`src/rtl/seq_multiplier.sv`:
```
// Sequential shift-add multiplier (signed MULT / unsigned MULTU), one bit per clock.
// Ports: clk, reset (sync, active-high), start/Signal/dataA/dataB in; busy, done, dataOut {HI,LO} out.
module seq_multiplier #(
  parameter int          WIDTH       = 32,
  parameter logic [5:0]  FUNCT_MULT  = 6'b011000,
  parameter logic [5:0]  FUNCT_MULTU = 6'b011001
) (
  input  logic                 clk,
  input  logic                 reset,
  input  logic                 start,
  input  logic [5:0]           Signal,
  input  logic [WIDTH-1:0]     dataA,
  input  logic [WIDTH-1:0]     dataB,
  output logic                 busy,
  output logic                 done,
  output logic [2*WIDTH-1:0]   dataOut
);

  localparam int CW = $clog2(WIDTH + 1);

  localparam logic [1:0] IDLE = 2'd0;
  localparam logic [1:0] RUN  = 2'd1;
  localparam logic [1:0] DONE = 2'd2;

  logic [1:0]         state;
  logic [CW-1:0]      cnt;
  logic [2*WIDTH-1:0] acc;
  logic [2*WIDTH-1:0] mcand;
  logic [WIDTH-1:0]   mplier;
  logic               mode_s;
  logic               neg;

  logic               sig_s;
  logic               legal;
  logic               accept;
  logic               last;
  logic [WIDTH-1:0]   a_mag;
  logic [WIDTH-1:0]   b_mag;
  logic [2*WIDTH-1:0] acc_nxt;

  assign busy = (state == RUN);
  assign done = (state == DONE);

  always_comb begin
    sig_s   = (Signal == FUNCT_MULT);
    legal   = sig_s || (Signal == FUNCT_MULTU);
    accept  = !busy && start && legal;
    // -MIN wraps to MIN, which read as unsigned is the exact magnitude.
    a_mag   = (sig_s && dataA[WIDTH-1]) ? -dataA : dataA;
    b_mag   = (sig_s && dataB[WIDTH-1]) ? -dataB : dataB;
    acc_nxt = acc + (mplier[0] ? mcand : '0);
    last    = (cnt == CW'(WIDTH - 1));
  end

  always_ff @(posedge clk) begin
    if (reset) begin
      state   <= IDLE;
      cnt     <= '0;
      acc     <= '0;
      mcand   <= '0;
      mplier  <= '0;
      mode_s  <= 1'b0;
      neg     <= 1'b0;
      dataOut <= '0;
    end else begin
      case (state)
        RUN: begin
          acc    <= acc_nxt;
          mcand  <= {mcand[2*WIDTH-2:0], 1'b0};
          mplier <= {1'b0, mplier[WIDTH-1:1]};
          cnt    <= cnt + 1'b1;
          if (last) begin
            dataOut <= (mode_s && neg) ? -acc_nxt : acc_nxt;
            state   <= DONE;
          end
        end
        default: begin
          // IDLE and DONE both accept, so DONE allows back-to-back issue.
          if (accept) begin
            mode_s <= sig_s;
            neg    <= sig_s && (dataA[WIDTH-1] ^ dataB[WIDTH-1]);
            mcand  <= {{WIDTH{1'b0}}, a_mag};
            mplier <= b_mag;
            acc    <= '0;
            cnt    <= '0;
            state  <= RUN;
          end else begin
            state  <= IDLE;
          end
        end
      endcase
    end
  end

endmodule

```
`config.mk`:
```
export PLATFORM = sky130hd
export DESIGN_NAME = seq_multiplier
export DESIGN_NICKNAME = d
export VERILOG_FILES = /design/src/rtl/seq_multiplier.sv
export SDC_FILE = /design/constraint.sdc
export NUM_CORES = 1
export LEC_CHECK = 0
export ABC_AREA = 1
export CORE_UTILIZATION = 35
export DETAILED_ROUTE_END_ITERATION = 12
export PLACE_DENSITY = 0.53
export SLEW_MARGIN = 0
export SYNTH_ARGS = -nofsm -noshare
export SYNTH_HDL_FRONTEND = slang
export SYNTH_SLANG_ARGS = --single-unit
```
`constraint.sdc`:
```
create_clock -name clk -period 3.91 [get_ports clk]
set_input_delay 0.5865 -clock clk [delete_from_list [all_inputs] [get_ports clk]]
set_output_delay 0.5865 -clock clk [all_outputs]
set_load 0.005 [all_outputs]
```
-- Word-level counts from Yosys, hierarchy flattened
Index checks and enable logic that the tools add are counted.
W data, S select, Z words.
- word-level logic and storage cells: 50
- register bits: 234
- bits of input ports: 73
- output and inout bits: 66
- bitwise logic cells: 2
- equality and inequality tests: 6
- reduce and logical (&&, ||, !) cells: 12
- add/subtract/negate cells: 5
- multiplexer cells: 15
- operators with widths (operator ; number):
    $mux W64 ; 6
    $add A64 B64 Y64 ; 1
    $mux W32 ; 2
    $neg A32 Y32 ; 2
    $neg A64 Y64 ; 1
    $mux W31 ; 2
    $eq A6 B5 Y1 const B ; 3
    $mux W6 ; 2
    $add A6 B1 Y6 const B ; 1
    $logic_and A1 B1 Y1 ; 6
    $mux W2 ; 2
    $reduce_and A2 Y1 ; 2
    $eq A2 B1 Y1 const B ; 1
    $eq A2 B2 Y1 const B ; 1
    $ne A2 B1 Y1 const B ; 1
    $reduce_bool A2 Y1 ; 1
    $reduce_or A2 Y1 ; 1
    $logic_not A1 Y1 ; 1
    $logic_or A1 B1 Y1 ; 1
    $mux W1 ; 1
    $not A1 Y1 ; 1
    $xor A1 B1 Y1 ; 1

-- Longest topological paths before layout
- depth in word-level cells: 6
- depth in mapped cells: 29
- gate-level depth less buffers: 27

-- Worst setup path after synthesis
No wires, ideal clock.
- kind: flip-flop to flip-flop
- start: register mplier[0]
- end: register dataOut[36]
- setup time: 0.109 ns
- required time: 3.801 ns
- arrival: 3.054 ns
- cell stages (with the launch flop): 26
- period minus slack after synthesis: 3.163 ns
- slack: 0.747 ns
- buffers on the path: 1
- cells stage by stage: dfxtp_1 -> clkbuf_1 -> nand2_1 -> inv_1 -> ha_1 -> inv_1 -> fa_1 -> inv_1 -> nand3_1 -> nand2_1 -> nand2_1 -> nand2_1 -> nand2_2 -> nand2_2 -> nand3_1 -> nor2_4 -> nand3_4 -> nor2_4 -> nand3_1 -> nor2_2 -> nor2_1 -> a21oi_2 -> xor2_1 -> nand2_1 -> nand2_1 -> inv_1
- word-level cells in the longest chain between the ends: 4
- RTL lines (what ; RTL line ; source):
    start: declaration ; 29 ; logic [WIDTH-1:0] mplier;
    start signal: assignment ; 70 ; mplier <= {1'b0, mplier[WIDTH-1:1]};
    start signal: assignment ; 83 ; mplier <= b_mag;
    $mux W64 (*) ; 51 ; acc_nxt = acc + (mplier[0] ? mcand : '0);
    $add A64 B64 Y64 (*) ; 51 ;
    $neg A64 Y64 ; 73 ; dataOut <= (mode_s && neg) ? -acc_nxt : acc_nxt;
    $mux W64 (*) ; 73 ;
    end signal: assignment ; 73 ;
    end: declaration ; 16 ; output logic [2*WIDTH-1:0] dataOut
Mark *: on every way between the ends. The rest lies on a longest branch, timed or not.
A chain may end at the register's enable or synchronous reset.

-- Worst setup path after layout
- start: register mplier[0]
- end: register dataOut[57]
The elaborated chain is that of the path after synthesis.

==> run summary <==
Status = finished clean
Post-Syn Nets = 3382
Number of max-slew violations in the final report = 0
First-pass GRT wire length = 110000 um
Synth top area cells = dfxtp_1, nand2_1, inv_1
Seq/Total Area, Yosys = 25.6%
Die width = 231 um
Synthesis-to-finish area growth = 21.2%
Worst path cell trace = buf_12 -> buf_12 -> nand2_1 -> inv_1 -> ha_2 -> a21oi_1 -> nand2_1 -> o21bai_1 -> nor2_1 -> nand3_1 -> nand2_1 -> nand2_1 -> nor2_1 -> nand2_1 -> nor2_1 -> nand2_1 -> nand2_1 -> nand2_1 -> nand2_1 -> nand2_1 -> a21oi_1
Unrepaired setup endpoints after global routing = true
Initial DRC Count = 1611
Min-delay worst type = reg2reg
Clk sink count = 234
Startpoint Class = flop
Worst Tran Pin Value = 1090 ps
Setup crit end kind = flop
Reg area = 4690 um2
DR vias = 20600
Clock skew = 25.3 ps
Final Setup Violations = 0
Routed WL per cell = 17.3 um
Global placement routability congestion = 1.05
DRC Markers = 0
Post-synth top area share = 25.6%
Root Driver = clkbuf_16
Initial Utilization = 35.6%
Fillers = 5618
Critical Path Slowest Stage Cell = dfxtp_4
Hpwl dp = 55900 um
Post-Route WL = 70900 um
Area leader, netlist = dfxtp_1
Initial antenna violation count = 0
Die Y-Extent = 231 um
CORE AREA = 51400 um2
Max IR drop VDD = 0.000332 V
Tcrit/Tclk final = 94.1%
Most Frequent Cell on Critical Path = nand2_1
Antenna cells = 0
Crit path buffers/inverters = 3
Initial DRT Pass Iterations = 8
Insertion delay to the later sink of the worst-skew pair = 610 ps
Delay-heaviest family, CP = simple AND/OR/NAND/NOR gates
# nets final = 3533
Cells after Synth = 3241
Cell variety after synth = 45
Vias in the first global route = 19700
Pwr dens = 257 nW/um2
Fmax = 0.272 GHz
GRT Util Overall = 26.4%
Worst-path clk slew = 70 ps
Detail Route Antenna Nets = 0
Hold Buf Count CTS = 0
Worst Path Required = 4450 ps
Setup_tns = 0 ps
Ys Warns = 0
Port bufs = 138
Vias per inst = 5.04
Grt met1 use = 33.9%
CTS max path bufs = 3
GRT overflow = 0
Max incr delay on CP = 390 ps
CP Max Fanout = 31
Final period demand of the worst path = 3680 ps
Most Crowded Layer GR = met2
CTS Buf Count = 30
Post-Syn Area = 18300 um2
P_leak = 11.0 nW
CTS tree = yes
Largest net degree at the start of global routing = 109
M2 GR Usage = 45.0%
H-tree depth = 1
Number of max-cap violations = 0
Num rows = 83
Utilization after layout = 43.1%
Final hold violations = 0
Share of layout cells above drive strength 1 = 7.85%
Seq cells post-synth = 234
Worst rel slew slack = 27.5%
Die area = 53100 um2
CP Class = reg2reg
Multi-input gate area = 11500 um2
Grt met3 use = 3.25%
IO Count = 139
Syn_area_per_cell = 5.64 um2
Critical path data arrival time = 4210 ps
==> worst reg2reg max path, cell delays in order, from the launching register on <==
cell and delay (ps):
dfxtp_4 390, buf_12 190, buf_12 210, nand2_1 90
inv_1 80, ha_2 320, a21oi_1 330, nand2_1 140
o21bai_1 170, nor2_1 220, nand3_1 210, nand2_1 140
nand2_1 170, nor2_1 220, nand2_1 110, nor2_1 130
nand2_1 70, nand2_1 90, nand2_1 70, nand2_1 70
nand2_1 70, a21oi_1 110
==> power breakdown <==
group	leakage (nW)	internal, mW	total (mW)	switching (mW)
logic	8.57	0.101	0.241	0.139
registers	1.89	2.39	2.39	0.00411
clock network	0.538	1.85	3.06	1.20
==> cells in the mapped netlist, drive strengths merged <==
cell and n:
fa 1, nand3 166, nand3b 30, dfxtp 234, o21a 7, o41ai 1, ha 67, nand2 1250
clkbuf 88, a21boi 1, inv 524, o221ai 4, nor3 37, a221oi 1, a31oi 68, buf 12
o31ai 2, clkinv 4, o21ai 116, o211ai 6, nand4 34, nor3b 1, xor2 31, and2 6
a22oi 1, xnor2 15, o21bai 13, a21oi 233, nor2 269, and3 1, or2 6, a211oi 1
nor4 11
==> flip-flops by register name, summed over array words and instances, names as in the netlist <==
signal,cells
acc,64
cnt,6
dataOut,64
mcand,64
mode_s,1
mplier,32
neg,1
state,2
==> stage by stage <==
stage	hold WS [ps]	total power [mW]	instances	area, um2	setup slack, ps
after floorplan	441	2.55	3241	18300	747
after global placement	449	2.68	4037	20800	-182
after detailed placement	453	2.69	4037	20800	-35.8
after CTS	462	5.75	4092	21900	15.5
after global routing	484	5.87	4095	22200	-34.0
final	459	5.69	4095	22200	231
==> layout by cell type (no fill, tap or decap), types with 7 or more instances in the layout <==
| cell | count |
|---|---|
| nand2_1 | 1222 |
| o21ai_0 | 110 |
| nor2_2 | 34 |
| nand3_1 | 156 |
| nor3_1 | 27 |
| ha_1 | 58 |
| xnor2_1 | 13 |
| nand4_1 | 34 |
| nand3_2 | 9 |
| nor4_1 | 9 |
| nor2_4 | 9 |
| nor2_1 | 226 |
| o21a_1 | 7 |
| nand2_2 | 26 |
| inv_1 | 514 |
| clkinv_2 | 7 |
| a21oi_2 | 8 |
| nand3b_1 | 30 |
| clkbuf_16 | 30 |
| clkdlybuf4s50_1 | 137 |
| buf_4 | 78 |
| dfxtp_1 | 233 |
| nor3_2 | 9 |
| ha_2 | 9 |
| xor2_1 | 29 |
| o21bai_1 | 12 |
| inv_2 | 8 |
| a21oi_1 | 225 |
| a31oi_1 | 68 |
==> layout make-up <==
cell class,count,share of cell area [%]
Clock inverter,17,1.12
Timing Repair Buffer,219,9.16
Clock buffer,38,3.80
Multi-Input combinational cell,2379,52.0
Tap cell,680,3.84
Sequential cell,234,21.2
Inverter,528,8.97
==> layer usage <==
layer	up-vias	share of wire (%)
li1	10400	-
met1	9478	44
met2	575	46
met3	125	5.6
met4	0	4.1
met5	-	0
==> final timing paths <==
check | from | end | slack (ps) | cells after the start
min reg2reg | mode_s$_SDFFE_PP0P_ | mode_s$_SDFFE_PP0P_ | 460 | 2
max | mplier[0]$_SDFFE_PP0P_ | dataOut[57]$_SDFFE_PP0P_ | 230 | 21
min | mode_s$_SDFFE_PP0P_ | mode_s$_SDFFE_PP0P_ | 460 | 2
max reg2reg | mplier[0]$_SDFFE_PP0P_ | dataOut[57]$_SDFFE_PP0P_ | 230 | 21
==> repair_timing <==
| action | in CTS | in global routing |
|---|---|---|
| endpoints found under the setup margin | 2 | 34 |
| resized for setup | 2 | 69 |
| setup buffers | 0 | 3 |
| pin swaps | 0 | 6 |
==> logic make-up after synthesis <==
family,share of synthesized area (%)
AO/OA/AOI/OAI,13.5
XOR/XNOR,2.29
adder cells (fa/ha/maj),4.70
buffers and inverters,12.9
flip-flops,25.6
AND/OR/NAND/NOR,41.0
No activity file was read; power rests on OpenSTA's default activity.
